`config.mk`:
```
export PLATFORM = sky130hd
export DESIGN_NAME = writeback_stage
export DESIGN_NICKNAME = d
export VERILOG_FILES = /design/src/rtl/writeback_stage.sv
export SDC_FILE = /design/constraint.sdc
export NUM_CORES = 1
export LEC_CHECK = 0
export CORE_UTILIZATION = 46
export CTS_CLUSTER_SIZE = 14
export DETAILED_ROUTE_END_ITERATION = 10
export GPL_TIMING_DRIVEN = 0
export HOLD_SLACK_MARGIN = 0.02
export MAX_ROUTING_LAYER = met4
export PLACE_DENSITY = 0.82
export SLEW_MARGIN = 20
export SYNTH_ARGS = -nofsm -noshare
export SYNTH_HDL_FRONTEND = slang
export SYNTH_SLANG_ARGS = --single-unit
```
`constraint.sdc`:
```
create_clock -name clk -period 2.2 [get_ports clk]
set_input_delay 0.44 -clock clk [delete_from_list [all_inputs] [get_ports clk]]
set_output_delay 0.44 -clock clk [all_outputs]
set_load 0.03 [all_outputs]
```
`src/rtl/writeback_stage.sv`:
```
// Final stage of the 16-bit WISC core: MEM/WB register, register-file write port,
// retire counter and the halt/error state machine.
module writeback_stage #(
  parameter int DATA_W = 16,
  parameter int REG_W  = 3,
  parameter int CNT_W  = 16
) (
  input  logic              clk,
  input  logic              rst,
  input  logic              in_valid,
  output logic              in_ready,
  input  logic              flush,
  input  logic [15:0]       instr,
  input  logic [DATA_W-1:0] alu_out,
  input  logic [DATA_W-1:0] mem_data,
  input  logic [DATA_W-1:0] pc_inc,
  input  logic [1:0]        reg_dst,
  input  logic              reg_write,
  input  logic              mem_to_reg,
  input  logic              link,
  input  logic              dump,
  input  logic              err_in,
  output logic [DATA_W-1:0] write_data,
  output logic [REG_W-1:0]  reg_wr_sel,
  output logic              reg_write_out,
  output logic              halted,
  output logic              err,
  output logic [CNT_W-1:0]  retire_count
);

  typedef enum logic [1:0] {
    ST_RUN   = 2'd0,
    ST_HALT  = 2'd1,
    ST_ERROR = 2'd2
  } state_t;

  state_t state_q;

  logic              wb_valid_q;
  logic [10:2]       wb_instr_q;
  logic [DATA_W-1:0] wb_alu_out_q;
  logic [DATA_W-1:0] wb_mem_data_q;
  logic [DATA_W-1:0] wb_pc_inc_q;
  logic [1:0]        wb_reg_dst_q;
  logic              wb_reg_write_q;
  logic              wb_mem_to_reg_q;
  logic              wb_link_q;
  logic              wb_dump_q;
  logic              wb_err_in_q;
  logic              halted_q;
  logic              err_q;
  logic [CNT_W-1:0]  retire_count_q;
  logic [CNT_W-1:0]  retire_count_d;

  logic cap;
  logic retire;

  // Only instr[10:2] carries register fields; the rest is decoded upstream.
  logic unused_instr_bits;
  assign unused_instr_bits = ^{instr[15:11], instr[1:0]};

  assign in_ready = (state_q == ST_RUN);
  assign cap      = in_valid & in_ready;
  assign retire   = cap & ~flush;

  always_comb begin
    retire_count_d = retire_count_q;
    if (retire && (retire_count_q != {CNT_W{1'b1}})) begin
      retire_count_d = retire_count_q + 1'b1;
    end
  end

  // MEM/WB register: fields only load on a real retire, bubbles just drop valid.
  always_ff @(posedge clk) begin
    if (!rst) begin
      wb_valid_q      <= 1'b0;
      wb_instr_q      <= '0;
      wb_alu_out_q    <= '0;
      wb_mem_data_q   <= '0;
      wb_pc_inc_q     <= '0;
      wb_reg_dst_q    <= '0;
      wb_reg_write_q  <= 1'b0;
      wb_mem_to_reg_q <= 1'b0;
      wb_link_q       <= 1'b0;
      wb_dump_q       <= 1'b0;
      wb_err_in_q     <= 1'b0;
      retire_count_q  <= '0;
    end else begin
      wb_valid_q     <= retire;
      retire_count_q <= retire_count_d;
      if (retire) begin
        wb_instr_q      <= instr[10:2];
        wb_alu_out_q    <= alu_out;
        wb_mem_data_q   <= mem_data;
        wb_pc_inc_q     <= pc_inc;
        wb_reg_dst_q    <= reg_dst;
        wb_reg_write_q  <= reg_write;
        wb_mem_to_reg_q <= mem_to_reg;
        wb_link_q       <= link;
        wb_dump_q       <= dump;
        wb_err_in_q     <= err_in;
      end
    end
  end

  // Halt/error FSM; err_in wins over dump when both tag the same entry.
  always_ff @(posedge clk) begin
    if (!rst) begin
      state_q  <= ST_RUN;
      halted_q <= 1'b0;
      err_q    <= 1'b0;
    end else begin
      case (state_q)
        ST_RUN: begin
          if (retire && err_in) begin
            state_q  <= ST_ERROR;
            halted_q <= 1'b1;
            err_q    <= 1'b1;
          end else if (retire && dump) begin
            state_q  <= ST_HALT;
            halted_q <= 1'b1;
            err_q    <= 1'b0;
          end
        end
        ST_HALT: begin
          state_q  <= ST_HALT;
          halted_q <= 1'b1;
          err_q    <= 1'b0;
        end
        ST_ERROR: begin
          state_q  <= ST_ERROR;
          halted_q <= 1'b1;
          err_q    <= 1'b1;
        end
        default: begin
          state_q  <= ST_ERROR;
          halted_q <= 1'b1;
          err_q    <= 1'b1;
        end
      endcase
    end
  end

  always_comb begin
    write_data = wb_alu_out_q;
    if (wb_link_q) begin
      write_data = wb_pc_inc_q;
    end else if (wb_mem_to_reg_q) begin
      write_data = wb_mem_data_q;
    end
  end

  always_comb begin
    reg_wr_sel = '0;
    case (wb_reg_dst_q)
      2'b00:   reg_wr_sel = wb_instr_q[4:2];
      2'b01:   reg_wr_sel = wb_instr_q[7:5];
      2'b10:   reg_wr_sel = wb_instr_q[10:8];
      default: reg_wr_sel = 3'd7;
    endcase
  end

  assign reg_write_out = wb_valid_q & wb_reg_write_q & ~wb_dump_q & ~wb_err_in_q;
  assign halted        = halted_q;
  assign err           = err_q;
  assign retire_count  = retire_count_q;

endmodule

```
==> summary.txt, run 1 <==
routed wl met2 -> 4.95 mm
Clk Latency, worst-skew pair -> 350 ps
top post-synthesis cells by area -> dfxtp_1, nand2_1, a21oi_1, mux2i_1, o21ai_0
vias in the first global route -> 3410
Worst Hold Margin -> 450 ps
IO Port Bufs -> 106
Place WS -> -487 ps
P_leak -> 1.75 nW
library cells used by synthesis -> 28
sequential share of power -> 48.7%
Psw -> 0.853 mW
hold path start -> wb_instr_q[3]$_SDFFE_PN0N_
All-Layer GR Usage -> 26.8%
initial antenna violation count -> 0
Switching Share -> 25.4%
Peak Freq -> 473 MHz
count of final max-slew check failures -> 0
layout cells sized above 1 -> 8.54%
CTS tree -> done
CTS buffer count -> 9
share of the synthesized area in the top cell type -> 48.1%
I/O pin count -> 114
DP Area -> 4680 um^2
Net count, final -> 646
Congestion Overflow GR -> 0
HPWL after DPL -> 7.29 mm
TritonRoute pass-1 iters -> 4
met1 wire length -> 4.31 mm
Final Hold Viols -> 0
Hold WC Path Type -> register to register
clk buf depth -> 2
Starting Density -> 47.9%
worst-path cell chain -> clkbuf_2, nand2_1, o21ai_0, dlygate4sd2_1
via count -> 3686
fillers -> 640
Clk pin slew, worst setup/hold paths -> 80 ps
Worst Reg-to-Reg Cells -> 7
clock sinks -> 84
peak fanout along the critical path -> 10
RSZ-0062 raised after global routing -> no
diode count -> 0
ys async rst share -> 0%
die height -> 89.2 um
fin worst setup slack -> 87.9 ps
Yosys Warn Count -> 0
Worst setup EP type -> output port
flops & latches, synth -> 84
top routing layer in use -> met4
Met3 Wirelength -> 608 um
global-route wire length before repair -> 15.6 mm
final std cell area, no fill -> 4900 um^2
Setup CP Type -> register to output port
Final Routed Wirelength -> 10.2 mm
Yosys top cell by area -> dfxtp_1
Die ar. -> 7950 um^2
slew margin rel. -> 59.7%
Critical Path Start -> wb_link_q$_SDFFE_PN0N_
Core Util, Final -> 67.3%
pwr/cell area -> 686 nW/um^2
DR vias/cell -> 5.48
largest net degree at the start of global routing -> 14
syn_area_per_cell -> 7.73 um^2
count leader, synth -> nand2_1
Tmin final -> 2110 ps
worst hold path depth -> 2
Gate Count Post-Synth -> 452
fin crit share -> 96.0%
Comb pwr share -> 14.8%
CP required -> 1760 ps
outcome -> completed
GPL Wtd Cong -> 0.825
critical path launch point type -> register
Reg2Reg Launch Point -> retire_count[1]$_SDFFE_PN0P_
Mapped Area -> 3490 um^2
Routed Antenna Nets -> 0
cts hold-fix bufs -> 0
Max-Cap Viols -> 0
EDFF count, synth -> 0
row count -> 31
Internal Power -> 2.51 mW
syn nets -> 528
total core area -> 7290 um^2
drt drc -> 0
Area Growth Syn to Fin -> 40.4%
Die Wd -> 89.2 um
Initial DRC Count -> 224
top post-synthesis cells by count -> nand2_1, dfxtp_1, a21oi_1
wire length per cell -> 15.1 um
transition time at the pin with the least slew margin -> 604 ps
CTS H-tree depth -> 3
Max VDD drop -> 0.000364 V
Clock Skew -> 6.42 ps
Critical Path AT -> 1670 ps
sequential-to-total area share from yosys stat -> 48.1%
clk root buf -> clkbuf_8
CP peak stage delay -> 460 ps
critical path's slowest cell -> dfxtp_1
top_reg_cell synth -> dfxtp_1
clock share of power -> 36.5%
count of final setup violators -> 0
## worst paths after layout
check                                       to  slack, ps
setup / recovery                 write_data[2]         90
hold / removal      wb_instr_q[3]$_SDFFE_PN0N_        450
setup reg to reg  retire_count[1]$_SDFFE_PN0P_        160
hold reg to reg     wb_instr_q[3]$_SDFFE_PN0N_        450
## flip-flops by register name (all words and copies together) (netlist names)
register         count
retire_count        16
wb_alu_out_q        16
wb_mem_data_q       16
wb_pc_inc_q         16
wb_instr_q           9
state_q              2
wb_reg_dst_q         2
halted               1
wb_dump_q            1
wb_err_in_q          1
wb_link_q            1
wb_mem_to_reg_q      1
wb_reg_write_q       1
wb_valid_q           1
## layout by cell type, fill, tap and decap left out, types with 4 or more instances in the layout
| master | count |
|---|---|
| a21oi_1 | 83 |
| buf_4 | 4 |
| clkbuf_1 | 17 |
| clkbuf_2 | 20 |
| clkbuf_8 | 11 |
| clkdlybuf4s50_1 | 87 |
| dfxtp_1 | 81 |
| dlygate4sd2_1 | 5 |
| mux2i_1 | 18 |
| nand2_1 | 152 |
| nand3_1 | 4 |
| nand4_1 | 4 |
| nor2_1 | 10 |
| o21ai_0 | 25 |
| o31ai_1 | 5 |
| or3_1 | 8 |
| or4_1 | 5 |
## logic make-up after synthesis
group | synth area share (%)
buffers and inverters | 4.12
muxes | 5.16
xor gates and xnor gates | 0.251
DFF | 48.1
adders and majority gates | 0.358
AOI/OAI and AO/OA | 17.7
and+or+nand+nor | 24.3
## critical path: cells and delay by family (launching register included)
family          cells  cell delay, ps
buf+inv             2             720
flops               1             460
simple gates        1              70
compound gates      1              70
## power by group through the flow
stage | clock network, mW | logic (mW) | registers [mW]
after floorplan | 0 | 0.250 | 1.66
after global placement | 0 | 0.501 | 1.66
after detailed placement | 0 | 0.510 | 1.66
after CTS | 1.23 | 0.496 | 1.63
after global routing | 1.29 | 0.538 | 1.64
final | 1.23 | 0.497 | 1.64
## metal layers
| metal | up-vias | global-route usage [%] |
|---|---|---|
| li1 | 1771 | - |
| met1 | 1737 | 32.6 |
| met3 | 30 | 3.23 |
| met5 | - | - |
| met4 | 0 | 14.6 |
| met2 | 148 | 43.4 |
## layout make-up
cell class                      count  area, um^2  share of cell area (%)
Inverter                            2        7.51                   0.153
Timing Repair Buffer              110        1030                    21.1
Sequential cell                    84        1690                    34.4
Tap cell                           99         124                    2.53
Buffer                             29         135                    2.76
Multi-Input combinational cell    334        1690                    34.5
Clock inverter                      4        72.6                    1.48
Clock buffer                       11         151                    3.09
## what timing repair did
action / CTS / global route
setup endpoints to repair: 43 / 33
gates resized for setup: 35 / 44
pin swaps: 1 / 2
buffers inserted: 0 / 4
## through the flow
stage	power [mW]	cells	TNS [ps]
after floorplan	1.91	452	0
after global placement	2.16	657	-20590
after detailed placement	2.17	657	-23180
after CTS	3.36	670	0
after global routing	3.47	673	0
final	3.36	673	0
No activity file was read; power rests on OpenSTA's default activity.
==> inputs of run 2 (changes only) <==
SETUP_SLACK_MARGIN = 0.5   (was unset)
==> run 2 against run 1 <==
Compared with the run above:
- hold slack improved by 9.6 ps
- final cell count up 3.4%
- routed wire length is 15% higher
- power rose by 4.5%
- critical endpoint is now write_data[7]
- largest power group unchanged
- highest routed layer unchanged
==> summary.txt, run 2 (synthesized netlist as in run 1, its figures left out) <==
CTS tree -> done
Setup CP Type -> register to output port
Clk Latency, worst-skew pair -> 370 ps (+20 ps)
GPL Wtd Cong -> 0.878 (+6.4%)
clk root buf -> clkbuf_8
row count -> 31 (unchanged)
TritonRoute pass-1 iters -> 5 (+1)
Peak Freq -> 523 MHz (+10%)
placed insts -> 657 (unchanged)
All-Layer GR Usage -> 28.2% (+1.4 points)
CTS H-tree depth -> 3 (unchanged)
peak fanout along the critical path -> 6 (-4)
global-route wire length before repair -> 16.4 mm (+4.6%)
total core area -> 7290 um^2 (unchanged)
Net count, final -> 668 (+3.4%)
via count -> 3872 (+5.0%)
clk buf depth -> 2 (unchanged)
worst reg2reg endpoint -> retire_count[1]$_SDFFE_PN0P_
Reg2Reg Setup Slack -> 390 ps (+230 ps)
critical path launch point type -> register
Place WS -> -389 ps (+98.7 ps)
Final Non-Filler Cells -> 696 (+3.4%)
outcome -> completed
vias in the first global route -> 3659 (+7.3%)
count of final max-slew check failures -> 0 (unchanged)
Routed Antenna Nets -> 0 (unchanged)
Tmin final -> 1910 ps (-201 ps)
most frequent cells in the layout -> nand2_1, a21oi_1, clkdlybuf4s50_1
Worst Reg-to-Reg Cells -> 8 (+1)
CP required -> 1760 ps (about the same)
Max-Cap Viols -> 0 (unchanged)
Die Wd -> 89.2 um (unchanged)
Congestion Overflow GR -> 0 (unchanged)
Final Power -> 3.51 mW (+4.5%)
drt drc -> 0 (unchanged)
Worst setup EP type -> output port
Critical Path AT -> 1470 ps (-200 ps)
fin crit share -> 86.9% (-9.1 points)
Reg2Reg Launch Point -> retire_count[0]$_SDFFE_PN0P_
Final Routed Wirelength -> 11.7 mm (+15%)
Clk pin slew, worst setup/hold paths -> 80 ps (about the same)
IO Port Bufs -> 106 (unchanged)
cts hold-fix bufs -> 0 (unchanged)
pwr/cell area -> 627 nW/um^2 (-8.5%)
Critical Path Start -> wb_mem_to_reg_q$_SDFFE_PN0N_
Die ar. -> 7950 um^2 (unchanged)
DR vias/cell -> 5.56 (+1.6%)
most common cell after layout, fill and taps aside -> nand2_1
Worst Hold Margin -> 460 ps (+9.61 ps)
Setup TNS -> 0 ps (unchanged)
Hold WC Path Type -> register to register
transition time at the pin with the least slew margin -> 560 ps (-44.1 ps)
slew margin rel. -> 62.7% (+2.9 points)
Starting Density -> 47.9% (unchanged)
Area Growth Syn to Fin -> 60.3%
wire length per cell -> 16.8 um (+11%)
Final Hold Viols -> 0 (unchanged)
diode count -> 0 (unchanged)
CTS buffer count -> 9 (unchanged)
I/O pin count -> 114 (unchanged)
P_leak -> 2.12 nW (+21%)
Initial DRC Count -> 302 (+35%)
largest net degree at the start of global routing -> 15 (+1)
Clock Skew -> 13.9 ps (+7.44 ps)
RSZ-0062 raised after global routing -> yes
clock sinks -> 84 (unchanged)
count of final setup violators -> 0 (unchanged)
die height -> 89.2 um (unchanged)
HPWL after DPL -> 7.25 mm (-0.52%)
layout cells sized above 1 -> 27.6% (+19 points)
fin worst setup slack -> 289 ps (+201 ps)
Critical path destination -> write_data[7]
initial antenna violation count -> 0 (unchanged)
Max VDD drop -> 0.000514 V (+41%)
## run 2: timing repair
item / 4_1_cts / 5_1_grt
gates cloned: 3 / 1
setup endpoints to repair: 122 / 98
setup buffers: 11 / 8
resized for setup: 185 / 118
pin swaps: 10 / 21
## run 2: final cells by class
class	count	area, um^2
fillers	496	1690
well taps	99	124
multi-input cells	334	1970
flip-flops and latches	84	1740
inverters	2	7.51
plain buffers	32	289
clock inverters	5	82.6
clock buffers	11	141
repair buffers	129	1250
## run 2: how the worst min path moves through the flow
stage | from | end | slack (ps) | cells past startpoint
after detailed placement | wb_instr_q[4]$_SDFFE_PN0N_ | wb_instr_q[4]$_SDFFE_PN0N_ | 440 | 2
after floorplan | wb_instr_q[2]$_SDFFE_PN0N_ | wb_instr_q[2]$_SDFFE_PN0N_ | 430 | 2
after CTS | wb_instr_q[4]$_SDFFE_PN0N_ | wb_instr_q[4]$_SDFFE_PN0N_ | 450 | 2
final | wb_pc_inc_q[15]$_SDFFE_PN0N_ | wb_pc_inc_q[15]$_SDFFE_PN0N_ | 460 | 2
after global placement | wb_instr_q[2]$_SDFFE_PN0N_ | wb_instr_q[2]$_SDFFE_PN0N_ | 440 | 2
after global routing | wb_pc_inc_q[15]$_SDFFE_PN0N_ | wb_pc_inc_q[15]$_SDFFE_PN0N_ | 480 | 2
## run 2: layer usage
metal  vias to the layer above  share of wire (%)  global-route usage, %
met1                      1844                 41                   33.9
li1                       1822                  -                      -
met3                        30                5.9                   3.51
met4                         0                2.8                   13.6
met2                       176                 50                   47.1
met5                         -                  0                      -
## run 2: metrics by stage
| step | utilization [%] | instance area (um^2) |
|---|---|---|
| floorplan | - | 3600 |
| global placement | 65.6 | 4780 |
| detailed placement | 65.6 | 4780 |
| CTS | 71.6 | 5220 |
| global route | 76.8 | 5600 |
| finish | 76.8 | 5600 |
## run 2: critical path: stages (launching register included)
cell       delay (ps)
dfxtp_2           330
clkbuf_16         150
clkbuf_16         160
mux2i_4           180
o21ai_2           140
buf_6             150
## run 2: power breakdown
| part | switching [mW] | internal [mW] |
|---|---|---|
| Sequential | 0.0483 | 1.58 |
| Clock | 0.578 | 0.676 |
| Combinational | 0.321 | 0.316 |
| Total | 0.947 | 2.57 |
==> inputs of run 3 (changes only) <==
CORE_UTILIZATION = 55   (was 46)
DONT_BUFFER_PORTS = 1   (was unset)
PLACE_DENSITY = 0.7   (was 0.82)
==> run 3 against run 2 <==
Compared with the run above:
- hold slack got worse by 280 ps
- final cell count shrank 19%
- die area is 16% lower
- flip-flop and latch count unchanged
==> summary.txt, run 3 (synthesized netlist as in run 1, its figures left out) <==
outcome -> completed
pwr/cell area -> 670 nW/um^2 (+6.8%)
Congestion Overflow GR -> 0 (unchanged)
vias in the first global route -> 2968 (-19%)
Final Routed Wirelength -> 10.7 mm (-8.7%)
Clk Latency, worst-skew pair -> 360 ps (about the same)
hold path start -> rst
I/O pin count -> 114 (unchanged)
Final Non-Filler Cells -> 564 (-19%)
Met3 Wirelength -> 877 um (+27%)
Max VDD drop -> 0.000531 V (+3.4%)
wire length per cell -> 18.9 um (+13%)
Worst Reg-to-Reg Cells -> 7 (-1)
die height -> 81.7 um (-8.4%)
Place WS -> 75.6 ps (+464 ps)
FF+latch area -> 1740 um^2 (+0.29%)
Clock Skew -> 3.25 ps (-10.6 ps)
DR vias/cell -> 6.04 (+8.5%)
TritonRoute pass-1 iters -> 5 (unchanged)
GPL Wtd Cong -> 0.786 (-10%)
CTS tree -> done
placed insts -> 527 (-20%)
Area Growth Syn to Fin -> 42.3%
critical path launch point type -> register
initial antenna violation count -> 0 (unchanged)
Final Power -> 3.33 mW (-5.2%)
Peak Freq -> 536 MHz (+2.4%)
Hold WC Path Type -> primary input to register
Hold Path End -> state_q[0]$_SDFFE_PN0P_
clk root buf -> clkbuf_8
Reg2Reg Launch Point -> retire_count[0]$_SDFFE_PN0P_
Final Hold Viols -> 0 (unchanged)
worst hold path depth -> 2 (unchanged)
row count -> 28 (-9.7%)
Critical Path AT -> 1430 ps (-40 ps)
routed wl met2 -> 5.12 mm (-13%)
Die Wd -> 81.7 um (-8.4%)
global-route wire length before repair -> 14.2 mm (-13%)
CTS buffer count -> 9 (unchanged)
layout cells sized above 1 -> 37.8% (+10 points)
All-Layer GR Usage -> 29.6% (+1.4 points)
met1 wire length -> 4.31 mm (-9.7%)
HPWL after DPL -> 6.22 mm (-14%)
Starting Density -> 58.0% (+10 points)
peak fanout along the critical path -> 5 (-1)
RSZ-0062 raised after global routing -> yes
Clk pin slew, worst setup/hold paths -> 80 ps (about the same)
fin crit share -> 84.9% (-2.0 points)
Setup TNS -> 0 ps (unchanged)
most frequent cells in the layout -> nand2_1, dfxtp_1, a21oi_1
count of final max-slew check failures -> 0 (unchanged)
top routing layer in use -> met4
Multi-input gate area -> 2350 um^2 (+19%)
total core area -> 6030 um^2 (-17%)
CP required -> 1760 ps (about the same)
fillers -> 364 (-27%)
via count -> 3404 (-12%)
Routed Antenna Nets -> 0 (unchanged)
cts hold-fix bufs -> 0 (unchanged)
Reg2Reg Setup Slack -> 360 ps (-30 ps)
Net count, final -> 560 (-16%)
slew margin rel. -> 53.7% (-8.9 points)
Tmin final -> 1870 ps (-44.5 ps)
largest net degree at the start of global routing -> 14 (-1)
IO Port Bufs -> 0 (-100%)
count of final setup violators -> 0 (unchanged)
clock sinks -> 84 (unchanged)
drt drc -> 0 (unchanged)
transition time at the pin with the least slew margin -> 694 ps (+134 ps)
worst reg2reg endpoint -> retire_count[1]$_SDFFE_PN0P_
clk buf depth -> 2 (unchanged)
P_leak -> 1.71 nW (-20%)
Initial DRC Count -> 262 (-13%)
Max-Cap Viols -> 0 (unchanged)
CTS H-tree depth -> 3 (unchanged)
most common cell after layout, fill and taps aside -> nand2_1
Worst setup EP type -> output port
Setup CP Type -> register to output port
Die ar. -> 6680 um^2 (-16%)
fin worst setup slack -> 333 ps (+44.5 ps)
diode count -> 0 (unchanged)
run 3: how the worst max path moves through the flow:
stage,depth (start not counted),slack (ps),start,to
after global routing,7,300,retire_count[0]$_SDFFE_PN0P_,retire_count[0]$_SDFFE_PN0P_
after floorplan,6,490,retire_count[7]$_SDFFE_PN0P_,retire_count[1]$_SDFFE_PN0P_
after CTS,4,300,wb_mem_to_reg_q$_SDFFE_PN0N_,write_data[14]
final,4,330,wb_mem_to_reg_q$_SDFFE_PN0N_,write_data[7]
after global placement,5,90,flush,wb_pc_inc_q[0]$_SDFFE_PN0N_
after detailed placement,5,80,flush,wb_pc_inc_q[3]$_SDFFE_PN0N_
run 3: what timing repair did:
item                       in CTS  in global routing
resized for setup              88                140
cloned                          2                  7
pin swaps                      18                 48
setup endpoints to repair      90                 93
setup buffers                   8                  4
run 3: layer usage:
metal  up-vias  track usage [%]
li1       1603                -
met1      1606             36.0
met2       158             46.8
met3        37             6.00
met4         0             14.4
met5         -                -
run 3: stage by stage:
step | cell area (um^2) | hold slack, ps | util [%]
6_report | 4970 | 181 | 82.5
3_5_place_dp | 3690 | 447 | 61.3
3_3_place_gp | 3690 | 441 | 61.3
2_1_floorplan | 3600 | 432 | -
5_1_grt | 4970 | 201 | 82.5
4_1_cts | 4360 | 179 | 72.4
run 3: layout make-up:
cell class                      count  area share [%]
Multi-Input combinational cell    334            47.2
Inverter                            2           0.151
Timing Repair Buffer               21            5.53
Buffer                             32            6.04
Tap cell                           75            1.89
Sequential cell                    84            35.1
Clock buffer                       12            3.14
Clock inverter                      4           0.931
run 3: where the power goes:
part / switching [mW] / internal, mW
combinational: 0.314 / 0.223
clock: 0.558 / 0.589
sequential: 0.0751 / 1.57
run 3: critical path, cell delays in order, from the launching register on:
cell	delay (ps)
dfxtp_2	330
buf_8	130
buf_12	140
mux2i_1	140
o21ai_2	340
